**config.mk**
```make
export PLATFORM = sky130hd
export DESIGN_NAME = date_counter
export DESIGN_NICKNAME = d
export VERILOG_FILES = /design/src/rtl/date_pkg.sv /design/src/rtl/date_counter_days_in_month.sv /design/src/rtl/date_counter.sv
export SDC_FILE = /design/constraint.sdc
export NUM_CORES = 1
export LEC_CHECK = 0
export BUFFER_PORTS_ARGS = -buffer_cell sky130_fd_sc_hd__buf_2
export CELL_PAD_IN_SITES_DETAIL_PLACEMENT = 2
export CELL_PAD_IN_SITES_GLOBAL_PLACEMENT = 2
export CORE_ASPECT_RATIO = 2
export CORE_MARGIN = 3
export CORE_UTILIZATION = 38
export CTS_CLUSTER_DIAMETER = 50
export DETAILED_ROUTE_END_ITERATION = 8
export GPL_ROUTABILITY_DRIVEN = 0
export PLACE_DENSITY_LB_ADDON = 0.08
export SYNTH_ARGS = -nofsm -noshare
export SYNTH_HDL_FRONTEND = slang
export SYNTH_HIERARCHICAL = 1
export SYNTH_SLANG_ARGS = --single-unit
export TNS_END_PERCENT = 20
```
**constraint.sdc**
```tcl
create_clock -name clk_1Hz -period 8.31 [get_ports clk_1Hz]
set_input_delay 0.831 -clock clk_1Hz [delete_from_list [all_inputs] [get_ports clk_1Hz]]
set_output_delay 0.831 -clock clk_1Hz [all_outputs]
set_load 0.01 [all_outputs]
```
**src/rtl/date_pkg.sv**
```systemverilog
// Shared calendar constants, field-select encodings and the leap-year rule.
// Define DATE_GREGORIAN_400_EN for the full Gregorian rule; default is divisible-by-4.
package date_pkg;

  localparam int unsigned DAY_W  = 5;
  localparam int unsigned MON_W  = 4;
  localparam int unsigned YEAR_W = 14;

  localparam logic [MON_W-1:0] MON_JAN = 4'd1;
  localparam logic [MON_W-1:0] MON_FEB = 4'd2;
  localparam logic [MON_W-1:0] MON_MAR = 4'd3;
  localparam logic [MON_W-1:0] MON_APR = 4'd4;
  localparam logic [MON_W-1:0] MON_MAY = 4'd5;
  localparam logic [MON_W-1:0] MON_JUN = 4'd6;
  localparam logic [MON_W-1:0] MON_JUL = 4'd7;
  localparam logic [MON_W-1:0] MON_AUG = 4'd8;
  localparam logic [MON_W-1:0] MON_SEP = 4'd9;
  localparam logic [MON_W-1:0] MON_OCT = 4'd10;
  localparam logic [MON_W-1:0] MON_NOV = 4'd11;
  localparam logic [MON_W-1:0] MON_DEC = 4'd12;

  typedef enum logic [1:0] {
    SEL_DAY   = 2'd0,
    SEL_MONTH = 2'd1,
    SEL_YEAR  = 2'd2,
    SEL_NONE  = 2'd3
  } sel_e;

  function automatic logic is_leap(input logic [YEAR_W-1:0] y);
`ifdef DATE_GREGORIAN_400_EN
    return ((y[1:0] == 2'b00) && ((y % 14'd100) != '0)) || ((y % 14'd400) == '0);
`else
    return (y[1:0] == 2'b00);
`endif
  endfunction

endpackage

```
**src/rtl/date_counter_days_in_month.sv**
```systemverilog
// Combinational month length lookup; out-of-range months report 31.
module days_in_month
  import date_pkg::*;
(
  input  logic [MON_W-1:0] month,
  input  logic             leap,
  output logic [DAY_W-1:0] dim
);

  always_comb begin
    dim = 5'd31;
    case (month)
      MON_APR, MON_JUN, MON_SEP, MON_NOV: dim = 5'd30;
      MON_FEB:                            dim = leap ? 5'd29 : 5'd28;
      default:                            dim = 5'd31;
    endcase
  end

endmodule

```
**src/rtl/date_counter.sv**
```systemverilog
// Calendar stage: day/month/year counting on the hour-stage carry, manual field adjust.
// Leap rule selected by DATE_GREGORIAN_400_EN (see date_pkg).
module date_counter
  import date_pkg::*;
#(
  parameter int unsigned YEAR_MIN   = 1,
  parameter int unsigned YEAR_MAX   = 9999,
  parameter int unsigned RESET_YEAR = 2000
) (
  input  logic              clk_1Hz,
  input  logic              rst_n,
  input  logic              en_1,
  input  logic              adjust,
  input  logic [1:0]        sel,
  input  logic              up,
  input  logic              down,
  input  logic              carry_in,
  output logic [DAY_W-1:0]  day_bin,
  output logic [MON_W-1:0]  month_bin,
  output logic [YEAR_W-1:0] year_bin,
  output logic              leap,
  output logic              carry_out
);

  localparam logic [YEAR_W-1:0] Y_MIN = YEAR_W'(YEAR_MIN);
  localparam logic [YEAR_W-1:0] Y_MAX = YEAR_W'(YEAR_MAX);
  localparam logic [YEAR_W-1:0] Y_RST = YEAR_W'(RESET_YEAR);

  logic              up_q, down_q;
  logic              step_up, step_dn;
  logic [DAY_W-1:0]  dim_cur, dim_nx;
  logic [DAY_W-1:0]  day_nx, day_cl;
  logic [MON_W-1:0]  month_nx;
  logic [YEAR_W-1:0] year_nx;
  logic              leap_nx;
  logic              wrap_nx;

  assign leap    = is_leap(year_bin);
  assign leap_nx = is_leap(year_nx);

  days_in_month u_dim_cur (
    .month (month_bin),
    .leap  (leap),
    .dim   (dim_cur)
  );

  days_in_month u_dim_nx (
    .month (month_nx),
    .leap  (leap_nx),
    .dim   (dim_nx)
  );

  // Simultaneous up/down rises cancel out.
  always_comb begin
    step_up = up & ~up_q & ~(down & ~down_q);
    step_dn = down & ~down_q & ~(up & ~up_q);
  end

  always_comb begin
    day_nx   = day_bin;
    month_nx = month_bin;
    year_nx  = year_bin;
    wrap_nx  = 1'b0;
    if (adjust) begin
      case (sel_e'(sel))
        SEL_DAY: begin
          if (step_up)      day_nx = (day_bin >= dim_cur) ? 5'd1 : day_bin + 5'd1;
          else if (step_dn) day_nx = (day_bin <= 5'd1) ? dim_cur : day_bin - 5'd1;
        end
        SEL_MONTH: begin
          if (step_up)      month_nx = (month_bin >= MON_DEC) ? MON_JAN : month_bin + 4'd1;
          else if (step_dn) month_nx = (month_bin <= MON_JAN) ? MON_DEC : month_bin - 4'd1;
        end
        SEL_YEAR: begin
          if (step_up)      year_nx = (year_bin >= Y_MAX) ? Y_MIN : year_bin + 14'd1;
          else if (step_dn) year_nx = (year_bin <= Y_MIN) ? Y_MAX : year_bin - 14'd1;
        end
        default: ;
      endcase
    end else if (en_1 && carry_in) begin
      if (day_bin < dim_cur) begin
        day_nx = day_bin + 5'd1;
      end else begin
        day_nx = 5'd1;
        if (month_bin < MON_DEC) begin
          month_nx = month_bin + 4'd1;
        end else begin
          month_nx = MON_JAN;
          if (year_bin < Y_MAX) begin
            year_nx = year_bin + 14'd1;
          end else begin
            year_nx = Y_MIN;
            wrap_nx = 1'b1;
          end
        end
      end
    end
  end

  // Clamp against the length of the month being entered, so month/year steps never leave an invalid day.
  always_comb begin
    day_cl = (day_nx > dim_nx) ? dim_nx : day_nx;
  end

  always_ff @(posedge clk_1Hz or negedge rst_n) begin
    if (!rst_n) begin
      day_bin   <= 5'd1;
      month_bin <= MON_JAN;
      year_bin  <= Y_RST;
      carry_out <= 1'b0;
      up_q      <= 1'b0;
      down_q    <= 1'b0;
    end else begin
      day_bin   <= day_cl;
      month_bin <= month_nx;
      year_bin  <= year_nx;
      carry_out <= wrap_nx;
      up_q      <= up;
      down_q    <= down;
    end
  end

endmodule

```
==> results of run 1 <==
critical path, delay by kind of cell (launching register included):
family / cells / cell delay, ps
buf+inv: 3 / 340
simple gates: 3 / 1030
fa+ha+maj: 3 / 820
flops: 1 / 610
mux: 1 / 400
compound gates: 8 / 2020
cells in the mapped netlist, types with 4 or more instances:
| library cell | instances | share of area (%) |
|---|---|---|
| nand2_1 | 32 | 4.1 |
| a21oi_1 | 27 | 4.6 |
| inv_1 | 23 | 2.9 |
| nor2_1 | 20 | 2.5 |
| ha_1 | 19 | 8.0 |
| dfrtp_1 | 18 | 15 |
| nand3_1 | 16 | 2.7 |
| o21ai_0 | 16 | 2.7 |
| xnor2_1 | 13 | 3.8 |
| a211oi_1 | 10 | 2.5 |
| nor3_1 | 10 | 1.7 |
| clkbuf_1 | 9 | 1.1 |
| buf_4 | 8 | 2.0 |
| dfstp_2 | 8 | 7.1 |
| nor4_1 | 6 | 1.3 |
| a221oi_1 | 5 | 1.5 |
| a22oi_1 | 5 | 1.3 |
| a31oi_1 | 5 | 1.1 |
| and2_1 | 5 | 1.1 |
| buf_2 | 5 | 0.85 |
| buf_6 | 5 | 1.9 |
| nor2b_1 | 5 | 1.1 |
| o211ai_1 | 5 | 1.3 |
| o21ai_1 | 5 | 0.85 |
| a32oi_1 | 4 | 1.2 |
| mux2i_1 | 4 | 1.4 |
| nand3b_1 | 4 | 1.0 |
| o31ai_1 | 4 | 1.0 |
final cells by class:
cell class                      count  area [um2]
Fill cell                         896        4255
Multi-Input combinational cell    297        2046
Sequential cell                    26       660.6
Timing Repair Buffer               35       180.2
Tap cell                           92       115.1
Clock buffer                        4       88.84
Inverter                           23       86.33
registers in the layout, indices dropped and copies added, names as in the netlist:
register and cells:
carry_out 1, day_bin 5, down_q 1, month_bin 4, up_q 1, year_bin 14
per-stage QoR:
step	total power (uW)	hold WS, ps
6_report	1100	551.2
5_1_grt	1199	581.8
4_1_cts	1099	557.6
3_5_place_dp	971.5	546.5
3_3_place_gp	951.9	540.9
2_1_floorplan	775.9	518.0
cell families (layout without fill, tap and decap cells):
| group | count (synthesis) | after routing | share of synthesized area (%) |
|---|---|---|---|
| adders and majority gates | 19 | 19 | 8.037 |
| buffers and inverters | 51 | 62 | 9.010 |
| AOI/OAI and AO/OA | 124 | 124 | 30.46 |
| DFF | 26 | 26 | 22.33 |
| other | 2 | 6 | 0.2539 |
| muxes | 8 | 8 | 2.876 |
| and+or+nand+nor | 126 | 126 | 22.89 |
| xor gates and xnor gates | 14 | 14 | 4.146 |
report_power, final:
part	internal [uW]	switching [uW]
combinational	261	380
clock	74.0	49.9
sequential	184	151
total	519	581
worst paths after layout:
path | start | endpoint | slack (ps) | depth (start not counted)
worst min register to register | year_bin[10] | year_bin[10] | 550 | 2
max in group asynchronous | rst_n | year_bin[0] | 7300 | 1
min in group asynchronous | rst_n | carry_out | 590 | 1
worst max-delay path | year_bin[0] | day_bin[1] | 2990 | 18
worst max register to register | year_bin[0] | day_bin[1] | 2990 | 18
worst min-delay path | year_bin[10] | year_bin[10] | 550 | 2
metal layers:
| metal | routed length, um | up-vias |
|---|---|---|
| met3 | 224 | 26 |
| li1 | - | 1412 |
| met5 | 0 | - |
| met1 | 3939 | 1561 |
| met2 | 6474 | 65 |
| met4 | 405 | 0 |
==> reports/qor.csv, run 1 <==
metric;value;unit
status;completed;
clock_latency;270;ps
post_dp_cell_area;3088;um2
slew_viol_final;0;
synth_flop_cell;dfrtp_1;
grt-busiest-layer;met2;
syn_area_per_cell;7.994;um2
wl_per_cell;23.15;um
cp_max_fo;10;
antenna_found_initial;0;
ctsLongestPathBuffers;2;
fin_crit;5325;ps
grt_pass1_vias;3385;
peakVddDrop;0.1761;mV
ys_seq_elements;26;
postSynth.asyncResetShare;100.0;%
layoutNonFillerInstCount;477;
cts_tree;built;
grt_overflow;0;
arrival;5480;ps
placed_cells;473;
track_usage;26.72;%
seq_area_frac_synth;22.34;%
dieArea;8943;um2
ios;34;
critPathCaptureType;register;
critPathSlowestCell;dfrtp_1;
via_count;3064;
clk_pin_slew;70;ps
grtUsageMet3;1.882;%
grt_setup_unrepaired;false;
fin_nets;414;
place_ws;3009;ps
syn2layout_area_growth;7.403;%
die_h;130.8;um
hold_violations;0;
cp.required;8460;ps
fp.dieW;68.39;um
coreArea;7432;um2
drt_pre_antenna_iters;4;
min_period_over_period;64.08;%
ys_types;76;
grt_first_pass_wirelength;17770;um
layout_common_cells;buf_2 (33), nand2_1 (32), a21oi_1 (27);
core.rowCount;44;
max_freq;0.1878;GHz
p_leak;0.001307;uW
ys_warn_count;6;
h-tree-depth;1;
met2_usage;53.01;%
cts_resized;0;
dp_hpwl;8747;um
final_common_cell;buf_2;
worstMarginPinSlew;1029;ps
vias_per_cell;6.423;
met1_usage;26.79;%
finalClockSkew;5.482;ps
final_util;42.74;%
post-cts-setup-buffers;0;
grt_start_max_net_pins;27;
io_buffers;33;
antennaDiodeCount;0;
initial_core_util;39.80;%
setup_tns;0;ps
cap_violations;0;
synth_area;2958;um2
cts-buffers-inserted;3;
final-setup-viol-count;0;
hp-class;reg2reg;
maxSlewHeadroom;30.78;%
numClockSinks;26;
synth-edff-count;0;
synthCells;370;
power.density;346.4;nW/um2
routed_wl;11040;um
drt_iter0_markers;159;
critical_path.max_stage_delay;610;ps
drc_errors;0;
hold_buffers;0;
cts_root_buffer;clkbuf_16;
path_cells;inv_1 -> ha_1 -> inv_1 -> a21oi_1 -> o31a_2 -> ha_1 -> o221ai_2 -> nand3_1 -> o21bai_1 -> a211oi_1 -> a21oi_1 -> or4b_1 -> inv_1 -> ha_1 -> nand3_1 -> o22ai_1 -> a21oi_1 -> mux2_2;
path_class;reg2reg;
ant_nets;0;
drive_gt1_share;17.14;%
setup_slack;2985;ps
start_kind;register;
fin_area;3177;um2
(Power assumes the default switching activity.)
==> run 2, diff against run 1 <==
- CORE_UTILIZATION: 38 -> 32
- clock period: 8.31 -> 4.8 ns (I/O delays scaled with it)
==> run 2 against run 1 <==
  * Core utilization is 5.9 points lower
  * Clock power increased by 61%
  * Power rose by 85%
  * Clock-buffer cell count is 1 lower
  * Design area up 4.5%
  * Critical endpoint is now day_bin[2]
  * Highest routed layer unchanged
==> reports/qor.csv, run 2 (synthesis results as in run 1) <==
metric;value;unit
cts_resized;0;
clk_pin_slew;70;ps
r2r_start;month_bin[1];
clock_latency;270;ps
layout_common_cells;buf_2 (33), nand2_1 (32), a21oi_1 (27);
drt_pre_antenna_iters;4;
max_freq;0.2253;GHz
peakVddDrop;0.2377;mV
maxSlewHeadroom;44.29;%
initial_core_util;32.82;%
multi_input_area;2046;um2
hold_violations;0;
drc_errors;0;
coreArea;9012;um2
worstMarginPinSlew;828.0;ps
rr_endpoint;day_bin[2];
place_ws;395.1;ps
fin_nets;433;
cp.required;4950;ps
wl_per_cell;23.60;um
status;completed;
grt_pass1_vias;3472;
routed_wl;11920;um
grt_first_pass_wirelength;19180;um
dieArea;10500;um2
finalClockSkew;5.775;ps
cts-buffers-inserted;3;
largest_reg_flops;14;
track_usage;24.15;%
antennaDiodeCount;0;
numClockSinks;26;
hold_buffers;0;
whs;253.8;ps
hp-class;in2async;
final_util;36.82;%
p_leak;0.001391;uW
setup_tns;0;ps
ctsLongestPathBuffers;2;
largestRegisters;year_bin (14), day_bin (5), month_bin (4);
nFillCells;1077;
arrival;4590;ps
antenna_found_initial;0;
cts_tree;built;
ios;34;
final_common_cell;buf_2;
seq_area;660.6;um2
grt_overflow;0;
cts_root_buffer;clkbuf_16;
die_h;142.0;um
setup_slack;361.6;ps
ant_nets;0;
io_buffers;33;
min_period_over_period;92.47;%
path_class;reg2reg;
cap_violations;0;
r2r_cells;19;
syn2layout_area_growth;12.18;%
vias_per_cell;6.097;
drive_gt1_share;20.84;%
fin_crit;4438;ps
start_kind;register;
core.rowCount;49;
top_register;year_bin;
grt_setup_unrepaired;false;
post-cts-setup-buffers;0;
grt_start_max_net_pins;27;
slew_viol_final;0;
power.density;612.0;nW/um2
r2r_slack;360;ps
critPathCaptureType;register;
final-setup-viol-count;0;
via_count;3079;
cp_max_fo;8;
fp.dieW;73.98;um
dp_hpwl;9687;um
h-tree-depth;1;
drt_iter0_markers;110;
run 2: changes by cell type in the layout (fill, tap and decap cells not counted):
| cell | previous run | this run |
|---|---|---|
| buf_4 | 2 | 21 |
| clkbuf_8 | 1 | 0 |
run 2: final cells by class:
| class | instances | area share (%) |
|---|---|---|
| Multi-Input combinational cell | 297 | 61.65 |
| Tap cell | 102 | 3.846 |
| Sequential cell | 26 | 19.91 |
| Timing Repair Buffer | 54 | 9.729 |
| Clock buffer | 3 | 2.262 |
| Inverter | 23 | 2.602 |
run 2: where the power goes:
| part | internal, uW | switching, uW | leakage [uW] | total [uW] |
|---|---|---|---|---|
| clock | 111 | 89.1 | 0.0000370 | 200 |
| sequential | 319 | 157 | 0.000300 | 476 |
| combinational | 551 | 803 | 0.00105 | 1350 |
run 2: critical path, cell delays in order, from the launching register on:
cell and delay, ps:
dfrtp_1 540, or4b_1 500, inv_1 90, ha_1 230, nand4_1 120, o221ai_2 130
buf_4 190, a22oi_1 430, nor2_2 180, o31ai_1 330, nor2_1 70, inv_1 60
a21oi_1 60, o31a_2 300, ha_1 280, nand3_1 80, o22ai_1 130, a21oi_1 80
buf_4 170, mux2_1 330
run 2: stage by stage:
step,instances,power (uW),area (um2)
finish,505,2031,3318
global route,505,2206,3318
CTS,505,2042,3318
detailed placement,502,1834,3243
global placement,502,1790,3243
floorplan,374,1343,2973
run 2: worst max-delay path by stage:
stage	startpoint	end	slack (ps)	cells after the start
floorplan	year_bin[0]	day_bin[1]	420	18
global placement	month_bin[1]	day_bin[2]	560	19
detailed placement	month_bin[1]	day_bin[2]	400	19
CTS	month_bin[1]	day_bin[2]	350	19
global route	month_bin[1]	day_bin[2]	100	19
finish	month_bin[1]	day_bin[2]	360	19
run 2: per-layer routing:
layer | up-vias | share of wire [%] | GRT usage, %
met3 | 30 | 1.8 | 2.051
met2 | 55 | 58 | 47.94
li1 | 1447 | - | -
met1 | 1547 | 36 | 23.77
met4 | 0 | 4.4 | 10.89
met5 | - | 0 | 0
==> run 3, diff against run 2 <==
- ABC_AREA: default -> 1
- CORE_UTILIZATION: 32 -> 29
==> run 3 against run 2 <==
  * Worst setup slack improved by 470 ps
  * Combinational power down 32%
  * Largest cell class unchanged
  * Final cell count increased by 35%
  * Synthesized area rose by 10%
  * Largest power group unchanged
  * Critical endpoint is now day_bin[3]
  * Non-clock buffer count fell by 19
  * Clock-buffer cell count increased by 1
==> reports/qor.csv, run 3 <==
metric;value;unit
vias_per_cell;5.179;
antennaDiodeCount;0;
synth-edff-count;0;
finalClockSkew;4.480;ps
cts_resized;0;
critPathCaptureType;register;
dp_hpwl;10840;um
path_class;reg2reg;
cts_root_buffer;clkbuf_16;
min_period_over_period;82.77;%
cp.required;5020;ps
grt_overflow;0;
largestRegisters;year_bin (14), day_bin (5), month_bin (4);
cap_violations;0;
setup_tns;0;ps
ys_warn_count;6;
worstMarginPinSlew;697.3;ps
arrival;4190;ps
path_cells;inv_1 -> ha_1 -> nand3_1 -> nand3_1 -> ha_1 -> inv_1 -> nand2_1 -> nand3_2 -> nand2_1 -> inv_1 -> o21ai_0 -> o21ai_0 -> nand2_1 -> o21ai_0 -> nand3_1 -> ha_1 -> o21bai_1 -> a21oi_1 -> o21ai_0 -> nand2_1 -> inv_1 -> nand2_1 -> nand2_1;
start_kind;register;
initial_core_util;29.80;%
grt_first_pass_wirelength;20590;um
routed_wl;13120;um
track_usage;21.79;%
ctsLongestPathBuffers;2;
largest_reg_flops;14;
clock_latency;270;ps
die_h;156.0;um
critPathBufInv;4;
ys_types;46;
synth_area_leaders;nand2_1 (17%), dfrtp_1 (14%), nand3_1 (8.9%), ha_1 (7.3%), inv_1 (6.6%);
via_count;3527;
drive_gt1_share;16.08;%
layoutNonFillerInstCount;681;
maxSlewHeadroom;53.51;%
ios;34;
layout_common_cells;nand2_1 (149), nand3_1 (58), inv_1 (57);
numClockSinks;26;
top_register;year_bin;
fp.dieW;80.99;um
fin_crit;3973;ps
dieArea;12630;um2
synth_top_cells_by_count;nand2_1 (149), nand3_1 (58), inv_1 (57), nor2_1 (36), o21ai_0 (31);
placed_cells;677;
synth_flop_cell;dfrtp_1;
syn_area_per_cell;6.297;um2
core.rowCount;54;
hold_buffers;0;
whs;248.2;ps
final_common_cell;nand2_1;
grt_pass1_vias;3826;
grt_start_max_net_pins;27;
coreArea;10950;um2
synth_top_area_share;17.15;%
h-tree-depth;1;
syn2layout_area_growth;9.897;%
status;completed;
ys_seq_elements;26;
cts_tree;built;
max_freq;0.2517;GHz
drt_pre_antenna_iters;4;
ant_nets;0;
synth_area;3262;um2
power.density;431.0;nW/um2
hold_violations;0;
cp_max_fo;8;
post-cts-setup-buffers;0;
grt_setup_unrepaired;false;
critical_path.max_stage_delay;500;ps
postSynth.asyncResetShare;100.0;%
crit_top_cell;nand2_1;
drt_iter0_markers;82;
synthCells;518;
io_buffers;33;
clk_pin_slew;80;ps
drc_errors;0;
critPathSlowestCell;o21ai_0;
final-setup-viol-count;0;
peakVddDrop;0.1755;mV
hp-class;in2async;
yosysMostFrequentCell;nand2_1;
seq_area_frac_synth;20.25;%
p_leak;0.001819;uW
wl_per_cell;19.27;um
fin_nets;570;
antenna_found_initial;0;
cp_top_family;compound AO/OA/AOI/OAI gates;
synth_top_area_cell;nand2_1;
cts-buffers-inserted;3;
slew_viol_final;0;
-- run 3: layer usage --
metal  share of wire (%)  GRT usage, %
met5                   0             0
met4                 4.0         9.670
met3                 1.7         1.156
met2                  61         45.63
met1                  33         20.08
-- run 3: cells by family after synthesis --
logic type,after synthesis,share of synthesized area (%)
XOR/XNOR,18,4.833
buffers and inverters,87,12.31
flip-flops,26,20.25
adder cells (fa/ha/maj),19,7.288
AND/OR/NAND/NOR,287,41.47
other,2,0.2302
AO/OA/AOI/OAI,79,13.62
-- run 3: final timing paths --
kind / startpoint / end / slack (ps) / cells after the start
hold reg to reg: year_bin[7] / year_bin[7] / 600 / 2
hold / removal: rst_n / year_bin[11] / 250 / 1
setup / recovery: year_bin[0] / day_bin[3] / 830 / 23
max in group asynchronous: rst_n / year_bin[1] / 4110 / 1
setup reg to reg: year_bin[0] / day_bin[3] / 830 / 23
min in group clk_1Hz: down / down_q / 340 / 1
-- run 3: worst register-to-register path, cell delays in order (launching register included) --
cell and delay, ps:
dfrtp_1 490, inv_1 180, ha_1 300, nand3_1 100
nand3_1 100, ha_1 200, inv_1 60, nand2_1 60
nand3_2 120, nand2_1 70, inv_1 190, o21ai_0 110
o21ai_0 500, nand2_1 110, o21ai_0 90, nand3_1 130
ha_1 230, o21bai_1 150, a21oi_1 80, o21ai_0 160
nand2_1 160, inv_1 190, nand2_1 70, nand2_1 70
-- run 3: power breakdown --
group / switching (uW) / internal, uW
logic: 598 / 319
clock network: 95.7 / 129
registers: 127 / 277
-- run 3: through the flow --
stage          setup slack [ps]  power (uW)  area, um2  utilization, %
2_1_floorplan              1465        1028       3277               -
3_3_place_gp               1102        1311       3496           31.94
3_5_place_dp              778.8        1345       3496           31.94
4_1_cts                   752.3        1579       3585           32.75
5_1_grt                   309.3        1720       3585           32.75
6_report                  827.3        1545       3585           32.75
-- run 3: layout make-up --
| type | count | area [um2] |
|---|---|---|
| Tap cell | 140 | 175.2 |
| Sequential cell | 26 | 660.6 |
| Clock buffer | 4 | 88.84 |
| Inverter | 67 | 265.3 |
| Fill cell | 1405 | 7361 |
| Timing Repair Buffer | 35 | 180.2 |
| Multi-Input combinational cell | 409 | 2215 |
